[config.mk]
export PLATFORM = sky130hd
export DESIGN_NAME = bp_fe_bht_updater
export DESIGN_NICKNAME = d
export VERILOG_FILES = /design/src/rtl/bp_fe_bht_updater_pkg.sv /design/src/rtl/bsg_fifo_1r1w_small.sv /design/src/rtl/bp_fe_bht_updater.sv
export VERILOG_INCLUDE_DIRS = /design/src /design/src/rtl
export SDC_FILE = /design/constraint.sdc
export NUM_CORES = 1
export LEC_CHECK = 0
export BUFFER_PORTS_ARGS = -buffer_cell sky130_fd_sc_hd__buf_2
export CAP_MARGIN = 20
export CORE_ASPECT_RATIO = 2
export CORE_MARGIN = 5
export CORE_UTILIZATION = 30
export DETAILED_ROUTE_END_ITERATION = 12
export GPL_ROUTABILITY_DRIVEN = 0
export SLEW_MARGIN = 5
export SYNTH_ARGS = -nofsm -noshare
export SYNTH_HDL_FRONTEND = slang
export SYNTH_HIERARCHICAL = 1
export SYNTH_SLANG_ARGS = --single-unit
[constraint.sdc]
create_clock -name clk_i -period 3.5 [get_ports clk_i]
set_input_delay 0.175 -clock clk_i [delete_from_list [all_inputs] [get_ports clk_i]]
set_output_delay 0.175 -clock clk_i [all_outputs]
set_load 0.01 [all_outputs]
[src/rtl/bp_fe_defines.svh]
// Front-end struct declaration macros. The BHT update entry is sized by the
// processor configuration, so it is declared in place by the user module.
`ifndef BP_FE_DEFINES_SVH
`define BP_FE_DEFINES_SVH

`define DECLARE_BP_FE_BHT_ENTRY_S(idx_w, off_w, gh_w, row_w) \
    typedef struct packed {                                  \
        logic [idx_w-1:0] idx;                               \
        logic [off_w-1:0] offset;                            \
        logic [gh_w-1:0]  ghist;                             \
        logic [row_w-1:0] val;                               \
        logic             correct;                           \
    } bp_fe_bht_entry_s

`endif

[src/rtl/bp_fe_bht_updater_pkg.sv]
// Processor configurations for the BHT updater and the widths each one implies.
package bp_fe_bht_updater_pkg;

    typedef enum logic [1:0] {
        e_bp_default_cfg,
        e_bp_small_cfg
    } bp_params_e;

    typedef struct packed {
        int bht_idx_width;
        int bht_offset_width;
        int ghist_width;
        int bht_row_width;
        int bht_row_els;
    } bp_proc_param_s;

    // Each row holds bht_row_els 2-bit counters; offset selects one of them.
    function automatic bp_proc_param_s bp_cfg_f(bp_params_e cfg);
        bp_proc_param_s p;
        case (cfg)
            e_bp_small_cfg: p = '{bht_idx_width: 4, bht_offset_width: 1, ghist_width: 1,
                                  bht_row_width: 4, bht_row_els: 2};
            default:        p = '{bht_idx_width: 7, bht_offset_width: 2, ghist_width: 2,
                                  bht_row_width: 8, bht_row_els: 4};
        endcase
        return p;
    endfunction

endpackage

[src/rtl/bsg_fifo_1r1w_small.sv]
// Small register-based FIFO with flush. The head is read straight out of storage,
// so a freshly written entry is never visible in the cycle it is written.
module bsg_fifo_1r1w_small #(
    parameter int width_p = 1,
    parameter int els_p   = 4
) (
    input  logic               clk_i,
    input  logic               reset_i,
    input  logic               flush_i,
    input  logic               v_i,
    input  logic [width_p-1:0] data_i,
    output logic               ready_o,
    output logic               v_o,
    output logic [width_p-1:0] data_o,
    input  logic               yumi_i
);

    localparam int ptr_w_lp = $clog2(els_p);
    localparam int cnt_w_lp = $clog2(els_p + 1);

    logic [els_p-1:0][width_p-1:0] mem_q;
    logic [ptr_w_lp-1:0]           rptr_q, rptr_d, wptr_q, wptr_d;
    logic [cnt_w_lp-1:0]           cnt_q, cnt_d;
    logic                          enq, deq;

    assign ready_o = (cnt_q != cnt_w_lp'(els_p));
    assign v_o     = (cnt_q != '0);
    assign data_o  = mem_q[rptr_q];
    assign enq     = v_i & ready_o;
    assign deq     = yumi_i & v_o;

    // Pointers wrap naturally since els_p is a power of two; the count tells full from empty.
    always_comb begin
        rptr_d = rptr_q;
        wptr_d = wptr_q;
        cnt_d  = cnt_q;
        if (flush_i) begin
            rptr_d = '0;
            wptr_d = '0;
            cnt_d  = '0;
        end else begin
            if (enq) wptr_d = wptr_q + ptr_w_lp'(1);
            if (deq) rptr_d = rptr_q + ptr_w_lp'(1);
            cnt_d = cnt_q + cnt_w_lp'(enq) - cnt_w_lp'(deq);
        end
    end

    always_ff @(posedge clk_i) begin
        if (reset_i) begin
            rptr_q <= '0;
            wptr_q <= '0;
            cnt_q  <= '0;
        end else begin
            rptr_q <= rptr_d;
            wptr_q <= wptr_d;
            cnt_q  <= cnt_d;
        end
    end

    always_ff @(posedge clk_i) begin
        if (enq & ~flush_i & ~reset_i) mem_q[wptr_q] <= data_i;
    end

endmodule

[src/rtl/bp_fe_bht_updater.sv]
// Buffers resolved-branch BHT updates, dropping ones that would not change the row,
// and presents them one at a time to the BHT write port.
`include "bp_fe_defines.svh"

module bp_fe_bht_updater
    import bp_fe_bht_updater_pkg::*;
#(
    parameter bp_params_e     bp_params_p        = e_bp_default_cfg,
    parameter int             els_p              = 4,
    localparam bp_proc_param_s cfg_lp            = bp_cfg_f(bp_params_p),
    localparam int            bht_idx_width_p    = cfg_lp.bht_idx_width,
    localparam int            bht_offset_width_p = cfg_lp.bht_offset_width,
    localparam int            ghist_width_p      = cfg_lp.ghist_width,
    localparam int            bht_row_width_p    = cfg_lp.bht_row_width,
    localparam int            bht_row_els_p      = cfg_lp.bht_row_els
) (
    input  logic                          clk_i,
    input  logic                          reset_i,
    input  logic                          bht_init_done_i,

    input  logic                          upd_v_i,
    output logic                          upd_ready_o,
    input  logic [bht_idx_width_p-1:0]    upd_idx_i,
    input  logic [bht_offset_width_p-1:0] upd_offset_i,
    input  logic [ghist_width_p-1:0]      upd_ghist_i,
    input  logic [bht_row_width_p-1:0]    upd_val_i,
    input  logic                          upd_correct_i,

    input  logic                          flush_i,

    output logic                          w_v_o,
    output logic [bht_idx_width_p-1:0]    w_idx_o,
    output logic [bht_offset_width_p-1:0] w_offset_o,
    output logic [ghist_width_p-1:0]      w_ghist_o,
    output logic [bht_row_width_p-1:0]    val_o,
    output logic                          correct_o,
    input  logic                          w_yumi_i,

    output logic                          empty_o,
    output logic [15:0]                   filtered_cnt_o
);

    `DECLARE_BP_FE_BHT_ENTRY_S(bht_idx_width_p, bht_offset_width_p, ghist_width_p, bht_row_width_p);

    bp_fe_bht_entry_s             upd_entry, head_entry;
    logic                         fifo_ready, fifo_v;
    logic                         accept, redundant, enq;
    logic [bht_offset_width_p:0]  hi_bit_idx;
    logic [15:0]                  filtered_cnt_q, filtered_cnt_d;

    assign upd_entry = '{idx: upd_idx_i, offset: upd_offset_i, ghist: upd_ghist_i,
                         val: upd_val_i, correct: upd_correct_i};

    // Bit 2*offset is the upper bit of the selected 2-bit counter after the row's
    // per-counter encoding; 0 there with a correct prediction means a saturated counter.
    assign hi_bit_idx  = {upd_offset_i, 1'b0};
    assign redundant   = upd_correct_i & ~upd_val_i[hi_bit_idx];
    assign upd_ready_o = fifo_ready & ~flush_i;
    assign accept      = upd_v_i & upd_ready_o;
    assign enq         = accept & ~redundant;

    bsg_fifo_1r1w_small #(
        .width_p ($bits(bp_fe_bht_entry_s)),
        .els_p   (els_p)
    ) fifo (
        .clk_i   (clk_i),
        .reset_i (reset_i),
        .flush_i (flush_i),
        .v_i     (enq),
        .data_i  (upd_entry),
        .ready_o (fifo_ready),
        .v_o     (fifo_v),
        .data_o  (head_entry),
        .yumi_i  (w_yumi_i & w_v_o)
    );

    assign empty_o    = ~fifo_v;
    assign w_v_o      = fifo_v & bht_init_done_i;
    assign w_idx_o    = head_entry.idx;
    assign w_offset_o = head_entry.offset;
    assign w_ghist_o  = head_entry.ghist;
    assign val_o      = head_entry.val;
    assign correct_o  = head_entry.correct;

    always_comb begin
        filtered_cnt_d = filtered_cnt_q;
        if (accept & redundant & (filtered_cnt_q != 16'hFFFF))
            filtered_cnt_d = filtered_cnt_q + 16'd1;
    end

    always_ff @(posedge clk_i) begin
        if (reset_i) filtered_cnt_q <= '0;
        else         filtered_cnt_q <= filtered_cnt_d;
    end

    assign filtered_cnt_o = filtered_cnt_q;

    // The BHT must only consume a request that is actually being offered.
    yumi_without_valid: assert property (@(posedge clk_i) disable iff (reset_i)
                                         !(w_yumi_i && !w_v_o));

endmodule

Word-level counts from Yosys, hierarchy flattened
Index checks and enable logic that the tools add are counted.
{ "classes": {"n_eq_ne": 2, "mux": 7, "add_sub_neg": 5, "magnitude_cmp": 4, "n_reduce_logical": 3, "bitwise": 17} }
{ "ops": {"columns": ["operator", "n"], "rows": [
  ["$bwmux W80", 1],
  ["$bmux W20 S2", 1],
  ["$demux W20 S2", 1],
  ["$mux W20", 2],
  ["$add A16 B1 Y16 const B", 1],
  ["$ne A16 B16 Y1 const B", 1],
  ["$and A1 B1 Y1", 12],
  ["$lt A2 B3 Y1 const B", 2],
  ["$not A1 Y1", 5],
  ["$add A2 B1 Y2 const B", 2],
  ["$lt A3 B4 Y1 const B", 1],
  ["$add A3 B1 Y3", 1],
  ["$ne A3 B3 Y1 const B", 1],
  ["$reduce_bool A3 Y1", 1],
  ["$sub A3 B1 Y3", 1],
  ["$bmux W1 S2", 1],
  ["$ge A2 B1 Y1 const B", 1],
  ["$reduce_or A2 Y1", 1],
  ["$logic_and A1 B1 Y1", 1],
  ["$mux W1", 1]
]} }
{ "word_totals": {"inputBits": 26, "register_bits": 103, "elab_cells": 46} }

Depth between registers and ports, before layout
Gate-level depths: netlist of run 1.
{ "logic_depth": {"ltp_word": 9, "depth_mapped": 11} }

Modules after synthesis
Netlist of run 1, hierarchy kept.
{ "modules_own_cells": {"columns": ["mod", "cells_per_inst", "instances", "area_each_um2"], "rows": [
  ["bsg_fifo_1r1w_small", 150, 1, 3311.9],
  ["bp_fe_bht_updater", 103, 1, 908.4]
]} }

Least setup slack after synthesis of run 1
OpenSTA, ideal clock, no wires.
{ "synth_timing": {"path_type": "flip-flop to flip-flop", "start": "register fifo.cnt_q[1]", "end": "register fifo.cnt_q[2]", "arrival_ns": 2.286, "path_stages_with_launch": 11, "synth_period_minus_slack_ns": 2.402, "required_ns": 3.384, "setup_slack_ns": 1.098, "path_cell_list": "dfxtp_1 -> or3_2 -> and3_1 -> o31a_2 -> ha_1 -> inv_1 -> ha_1 -> fa_1 -> xnor2_1 -> xnor2_1 -> nor3_1"} }
{ "synth_between": {"word_cells_on_any_way": 11, "cone_classes": "2 x add/sub; 1 x eq/ne; 7 x bitwise; 1 x reduce/logical"} }
{ "synth_rtl": {"columns": ["element", "line", "source"], "rows": [
  ["start, declared", "bsg_fifo_1r1w_small.sv:23", "logic [cnt_w_lp-1:0] cnt_q, cnt_d;"],
  ["start signal, assigned", "bsg_fifo_1r1w_small.sv:56", "cnt_q <= cnt_d;"],
  ["$reduce_bool A3 Y1 (*)", "bsg_fifo_1r1w_small.sv:27", "assign v_o = (cnt_q != '0);"],
  ["named net fifo_v", "bp_fe_bht_updater.sv:46", "logic fifo_ready, fifo_v;"],
  ["$and A1 B1 Y1", "bp_fe_bht_updater.sv:78", "assign w_v_o = fifo_v & bht_init_done_i;"],
  ["$and A1 B1 Y1", "bp_fe_bht_updater.sv:74", ".yumi_i (w_yumi_i & w_v_o)"],
  ["$and A1 B1 Y1 (*)", "bsg_fifo_1r1w_small.sv:30", "assign deq = yumi_i & v_o;"],
  ["named net fifo.deq", "bsg_fifo_1r1w_small.sv:24", "logic enq, deq;"],
  ["$sub A3 B1 Y3 (*)", "bsg_fifo_1r1w_small.sv:44", "cnt_d = cnt_q + cnt_w_lp'(enq) - cnt_w_lp'(deq);"]
]} }
The timed path passes the listed nets; every way through them passes the cells marked *.
A chain may end at the register's enable or synchronous reset.

Worst setup path in the final report of run 1
Same ends and word-level chain as after synthesis.

==> results summary, run 1 <==
The clock drives 103 sinks. Summing all placed instances gives a cell area of 4736 um2. After floorplanning, the core was sized to cover 13890 um2. Compared with the post-synthesis result, the final layout area differs by 19.12%. The overflow left after global routing is 0. The clock latency reported for the late side of the worst-skew pair is 0.33 ns. In this run the worst hold path is classified as in -> reg. The power density relative to cell area came out at 455.9 nW/um2. The most area-hungry cell type in the Yosys netlist is edfxtp_1. The slack of the worst reg-to-reg path came out at 0.93 ns.

The global-route wire length before repair came out at 13.63 mm. The number of failing hold endpoints at the final stage is 0. The I/O pin count is 65. The number of antenna violations at the first check in global routing came out at 0. For this block, the initial DRC count from the detailed router was 87. For this run, the post-layout net count is 359. The transition at the pin with the smallest max-transition slack came out at 0.8042 ns. Using the TritonRoute via totals, the vias-per-cell ratio works out to 4.601. The count of buffers from port buffering came out at 64. The startpoint identified for the worst hold timing path is upd_idx_i[5]. The effective utilization at floorplan is 30.38%.

The run finished with clean final reports. The post-route cell area is 5027 um2. The flip-flop cell with the highest count after synthesis is edfxtp_1. The setup TNS after final layout came out at 0 ns. Summed over all cells, the static leakage comes to 1.714 nW.

The hold path depth came out at 1. Synthesis produced a netlist with a net count of 287. The pin count of the biggest net entering global routing came out at 25.

The top cell type's share of synthesized area came out at 56.92%. After detailed routing, the average wire length per cell comes to 16.57 um. The count of different cell masters after synthesis is 47. Setup repair after global routing left no endpoint under its margin.

The clock-pin slew reported for the worst setup and hold paths after clock tree synthesis is 0.07 ns. On the final layout, the worst clock skew is 0.005358 ns. For this design, the CTS-stage hold fixing added 0 buffers.

The number of global-route vias before repair came out at 2532. Dividing the synthesized area by the synthesized cell count gives 16.68 um2. The max-slew headroom at the worst pin came out at 46.39%. The count of antenna diodes in the layout came out at 0. The die is 177.7 um tall. The total routed wirelength came out at 8.600 mm.

The worst register-to-register path has a depth of 10. Across the whole layout, storage elements account for 2864 um2. The critical path is of the reg -> reg type. The multi-input combinational cells in the finished layout cover a total of 1240 um2. Traced cell by cell, the critical path runs through or3_2 -> and3_1 -> o31a_2 -> ha_1 -> inv_1 -> ha_1 -> fa_1 -> xnor2_1 -> xnor2_1 -> nor3_1. The number of setup violations in the final report is 0. The worst hold path terminates at fifo/mem_q[58]. The die outline area is 16680 um2. Buffers inserted during clock tree synthesis total 9. The width of the chip is 93.87 um. The cell at the root of the clock tree is clkbuf_16. TritonCTS built the clock tree. In the routed design, unresolved DRC markers number 0. The worst path arrival time is 2.78 ns. The synthesized cell area came out at 4220 um2. The flip-flop and latch count after synthesis came out at 103. The detailed-placement wirelength estimate came out at 6.114 mm. The reg-to-reg critical path startpoint is fifo/cnt_q[1].

The count of pins over their slew limit is 0. The worst setup path is launched from a flop. The maximum fanout along the worst path is 6. The worst setup path is captured at a flop. The portion of the post-synthesis area used by sequential elements came out at 67.83%.

The number of filler instances in the final layout is 1367. The number of max-cap violations is 0. Row generation in the floorplan step produced 61 rows. The commonest cells after synthesis are edfxtp_1 (80), dfxtp_1 (23), mux4_2 (20). The Yosys step of the flow raised 6 warnings. The post-route netlist has 34.85% of its cells at a drive strength greater than 1. The async set-or-reset flop fraction in the synthesized netlist is 0%. On the critical path, the stage with the largest delay is an instance of or3_2.

The count of antenna-violating nets left after detailed routing came out at 0. The upper clock frequency limit came out at 0.3889 GHz. The worst supply voltage drop on vdd is 0.2099 mV. STA puts the critical path data required time at 3.71 ns. The number of buffers inserted to repair setup after CTS came out at 0. The number of optimization iterations in the first detailed-route pass came out at 4. The largest buffer count on any clock path came out at 2.

The period utilization came out at 73.47%. The total routing resource utilization after global routing is 10.93%. The terminus of the critical flop-to-flop path is fifo/cnt_q[2]. The worst path needs 2.571 ns of the cycle, external delays included. The number of gates resized after CTS is 0. The count of flip-flops with a built-in enable after synthesis is 80.

The number of vias in the routed layout came out at 2388. In the post-synthesis netlist, the biggest area contributors are edfxtp_1 (57%), dfxtp_1 (11%), mux4_2 (11%), ha_1 (2.1%), a21oi_1 (1.4%). The maximum cell stage delay along the critical path is 0.51 ns. The H-tree level count came out at 3. The most instantiated library cell after synthesis is edfxtp_1. The number of cells produced by synthesis is 253. Power comes to 2.292 mW.
per-layer routing:
layer	wire [um]	track usage, %
met1	2952	10.59
met2	5070	20.97
met3	476	3.352
met4	100	4.099
met5	0	0
how the worst max path moves through the flow:
stage                        startpoint             to  slack (ns)  cells past startpoint
after floorplan           fifo/cnt_q[1]  fifo/cnt_q[2]        1.10                     10
after global placement    fifo/cnt_q[1]  fifo/cnt_q[2]        1.03                     10
after detailed placement  fifo/cnt_q[1]  fifo/cnt_q[2]        0.93                     10
after CTS                 fifo/cnt_q[1]  fifo/cnt_q[2]        0.92                     10
after global routing      fifo/cnt_q[1]  fifo/cnt_q[2]        0.79                     10
final                     fifo/cnt_q[1]  fifo/cnt_q[2]        0.93                     10
cells by family after synthesis:
logic type | after synthesis | synth area share, %
AOI/OAI and AO/OA | 31 | 4.803
xor gates and xnor gates | 6 | 1.245
adders and majority gates | 8 | 2.550
buffers and inverters | 20 | 2.787
DFF | 103 | 67.83
muxes | 23 | 11.53
and+or+nand+nor | 62 | 9.250
cell usage in the layout, fill, tap and decap left out, types with 2 or more instances in the layout:
| cell | n |
|---|---|
| xor2_1 | 2 |
| clkinv_1 | 2 |
| and3_1 | 5 |
| buf_4 | 4 |
| nand3_1 | 4 |
| nor3_1 | 4 |
| and2_1 | 4 |
| nand4_1 | 7 |
| edfxtp_1 | 80 |
| inv_6 | 2 |
| clkbuf_16 | 9 |
| inv_1 | 12 |
| o21ai_0 | 2 |
| o31ai_1 | 6 |
| buf_2 | 64 |
| a21oi_1 | 12 |
| o21ai_1 | 6 |
| xnor2_1 | 4 |
| nor2_1 | 6 |
| nand2b_1 | 2 |
| mux4_2 | 20 |
| dfxtp_1 | 22 |
| clkinv_2 | 2 |
| nand2_1 | 7 |
| or3_1 | 6 |
| ha_1 | 7 |
| or4_1 | 6 |
cell type report:
cell class,count,area share (%)
clock buffer,10,4.555
sequential,103,56.97
clock inverter,6,0.6969
tap,189,4.704
inverter,12,0.8960
multi-input combinational,130,24.66
timing repair buffer,69,7.516
per-stage QoR:
step / cells / utilization, % / hold slack (ns) / setup slack [ns]
final: 519 / 36.19 / 0.05394 / 0.9287
after global routing: 519 / 36.19 / 0.04834 / 0.7870
after CTS: 518 / 35.99 / 0.04037 / 0.9227
after detailed placement: 502 / 34.09 / 0.3990 / 0.9337
after global placement: 502 / 34.09 / 0.3873 / 1.025
after floorplan: 253 / - / 0.2441 / 1.098
report_power, final:
| group | internal, mW | total (mW) | switching, mW |
|---|---|---|---|
| sequential | 1.32 | 1.32 | 0.00302 |
| combinational | 0.0280 | 0.0719 | 0.0439 |
| clock | 0.480 | 0.895 | 0.415 |
| total | 1.83 | 2.29 | 0.462 |
state kept, by name (all words and copies together) (netlist names):
name and count:
fifo/mem_q 80, filtered_cnt_o 16, fifo/cnt_q 3, fifo/rptr_q 2, fifo/wptr_q 2
critical path, delay by kind of cell (launching register included):
family | cells | cell delay, ns
buffers and inverters | 1 | 0.04
xor gates and xnor gates | 2 | 0.33
adders and majority gates | 3 | 0.83
and+or+nand+nor | 3 | 0.74
AOI/OAI and AO/OA | 1 | 0.13
DFF | 1 | 0.37
(Power assumes the default switching activity.)
==> run 2, diff against run 1 <==
Clock period 3.5 ns to 2.3 ns, I/O delays scaled along.
==> run 2 against run 1 <==
Effect of this change:
- clock skew is 0.0038 ns higher
- worst setup slack worse by 0.88 ns
- fmax is 14% higher
- largest power group unchanged
==> results summary, run 2 (synthesized netlist as in run 1, its figures left out) <==
The count of pins over their slew limit is 0 (unchanged). The width of the chip came to 93.87 um (unchanged). The clock latency reported for the late side of the worst-skew pair came to 0.34 ns (about the same).

The share of post-route cells with drive strength above 1 came to 39.20% (+4.4 points). The period utilization is 98.03% (+25 points). fifo/mem_q holds more flip-flops than any other register. The I/O pin count is 65 (unchanged). The root buffer cell chosen for the clock tree is clkbuf_16. The leakage power came out at 1.831 nW (+6.8%). The worst register-to-register path ends at fifo/cnt_q[2]. The total routed wirelength is 8.739 mm (+1.6%). The net count of the finished layout was 381 (+6.1%).

The class of the tightest hold or removal check is in -> reg. In this run the worst setup path begins at fifo/cnt_q[0]. The switching share of power is 21.83% (+1.7 points).

The core footprint is 13890 um2 (unchanged). The post-detailed-route DRC marker count is 0 (unchanged). The maximum fanout along the worst path is 3 (-3). The net switching component of the power came out at 0.7896 mW (+71%). The cell family contributing the most delay on the critical path is adder cells. The total cell area at the placement stage is 4827 um2 (+1.9%). Setup repair after global routing could not meet its margin everywhere. The internal power was 2.828 mW (+55%). TritonCTS built the clock tree.

The overflow left after global routing came out at 0 (unchanged). The fraction of power consumed by the clock network is 40.6% (+1.5 points). The number of setup violations in the final report is 0 (unchanged). The portion of total power attributed to sequential cells is 55.7% (-2.1 points). The number of antenna violations at the first check in global routing came out at 0 (unchanged). The count of buffers from port buffering was 64 (unchanged). The power density relative to cell area was 683.4 nW/um2 (+50%).

The number of vias in the routed layout came to 2518 (+5.4%). The combinational share of power was 3.8% (+0.7 points). The cell count of the worst reg-to-reg path came out at 10 (unchanged). The via density per instance came to 4.654 (+1.2%). The worst path arrival time was 2.51 ns (-0.27 ns).

The run finished with clean final reports. The number of max-cap violations came out at 0 (unchanged). The upper clock frequency limit is 0.4435 GHz (+14%). In this run the critical register-to-register path is launched from fifo/cnt_q[0]. The slack of the worst reg-to-reg path is 0.05 ns (-0.88 ns). The number of optimization iterations in the first detailed-route pass came out at 4 (unchanged).

The final standard cell utilization of the core is 38.10% (+1.9 points). The number of global-route vias before repair came out at 2784 (+10%). The detailed-placement wirelength estimate is 6.048 mm (-1.1%).

The critical path buffer and inverter count is 1 (unchanged). The type of destination of the critical path is a flop. The critical path data required time is 2.56 ns (-1.15 ns). The max-slew headroom at the worst pin is 66.94% (+21 points).

The pin count of the biggest net entering global routing is 25 (unchanged). The time the final worst path needs with I/O delays and setup came to 2.255 ns (-0.3166 ns). The height of the die is 177.7 um (unchanged).

The critical path is of the reg -> reg type. The count of antenna-violating nets left after detailed routing came out at 0 (unchanged). The global-route wire length before repair came out at 14.26 mm (+4.6%). The maximum cell stage delay along the critical path came to 0.39 ns (-0.12 ns). The total routing resource utilization after global routing was 11.33% (+0.39 points). The number of clock sinks seen by CTS came out at 103 (unchanged). The critical path goes through or3_4 -> and3_4 -> o31a_4 -> ha_4 -> inv_2 -> ha_4 -> fa_2 -> xnor2_2 -> xnor2_1 -> nor3_1. The library cell used most frequently in the layout, excluding fill and tap cells, is edfxtp_1. The die outline area came out at 16680 um2 (unchanged). The largest buffer count on any clock path is 2 (unchanged). Counting stages on the worst path, the most repeated cell is ha_4.

The slowest stage of the critical path is the or3_4 cell. The critical path depth is 10 (unchanged). The flip-flop count of the largest register after layout is 80 (unchanged). The transition at the pin with the smallest max-transition slack came out at 0.4941 ns (-0.3101 ns). The H-tree level count was 3 (unchanged). The number of failing hold endpoints at the final stage is 0 (unchanged). The average wire per cell in the routed design is 16.15 um (-2.5%). The clock-pin slew reported for the worst setup and hold paths after clock tree synthesis is 0.07 ns (about the same). The area added between synthesis and finish came out at 25.41%. The library cells used most frequently in the layout, excluding fill and tap cells, are edfxtp_1 (80), buf_2 (64), mux4_2 (20), dfxtp_1 (19), buf_4 (15). The clock skew after layout came to 0.009191 ns (+0.003833 ns).

The critical path ends at fifo/cnt_q[2]. The initial detailed-routing violation count is 84 (-3.4%). STA classifies the critical path startpoint as a flop. The post-route cell area is 5293 um2 (+5.3%). The count of antenna diodes in the layout came out at 0 (unchanged). The number of standard-cell rows in the floorplan was 61 (unchanged). The effective utilization at floorplan came out at 30.38% (unchanged). The worst supply voltage drop on vdd is 0.4440 mV (+110%). The TritonCTS buffer count came out at 9 (unchanged).
## run 2: cell type report
type	count	area, um2
well taps	189	236.5
inverters	12	45.04
fillers	1343	8598
clock buffers	9	225.2
repair buffers	91	553.0
multi-input cells	130	1299
flip-flops and latches	103	2868
clock inverters	7	66.31
## run 2: worst min path at each step
stage,from,end,depth (start not counted)
floorplan,reset_i,filtered_cnt_o[10],1
global placement,upd_val_i[7],fifo/mem_q[68],1
detailed placement,upd_val_i[7],fifo/mem_q[48],1
CTS,upd_ghist_i[0],fifo/mem_q[69],1
global route,upd_ghist_i[0],fifo/mem_q[69],1
finish,upd_ghist_i[0],fifo/mem_q[69],1
## run 2: what timing repair did
action | in CTS | in global routing
gates resized for setup | 7 | 0
endpoints found under the hold margin | 48 | 0
hold buffers | 12 | 0
pin swaps | 6 | 1
buffers inserted | 2 | 0
endpoints found under the setup margin | 1 | 1
## run 2: power by group through the flow
stage	clock network, mW	registers [mW]	logic (mW)
global placement	0	2.06	0.114
global route	1.60	2.01	0.150
CTS	1.51	2.01	0.139
floorplan	0	2.06	0.0553
finish	1.47	2.01	0.136
detailed placement	0	2.06	0.119
## run 2: per-layer routing
metal	wire (um)	track usage (%)	vias to the layer above
met5	0	0	-
met3	393	2.800	9
met2	4994	21.33	54
met1	3174	11.57	1271
met4	176	4.702	0
li1	-	-	1184
## run 2: per-stage QoR
stage          hold slack (ns)  cells  total power, mW   TNS [ns]  worst slack [ns]
6_report              0.005285    541            3.617          0           0.04525
5_1_grt               0.002234    541            3.762   -0.07776          -0.07776
4_1_cts               0.002104    541            3.660          0          0.004096
3_5_place_dp            0.3379    511            2.176   -0.06025          -0.06025
3_3_place_gp            0.3283    511            2.170  -0.007093         -0.007093
2_1_floorplan           0.1841    253            2.112          0           0.01133
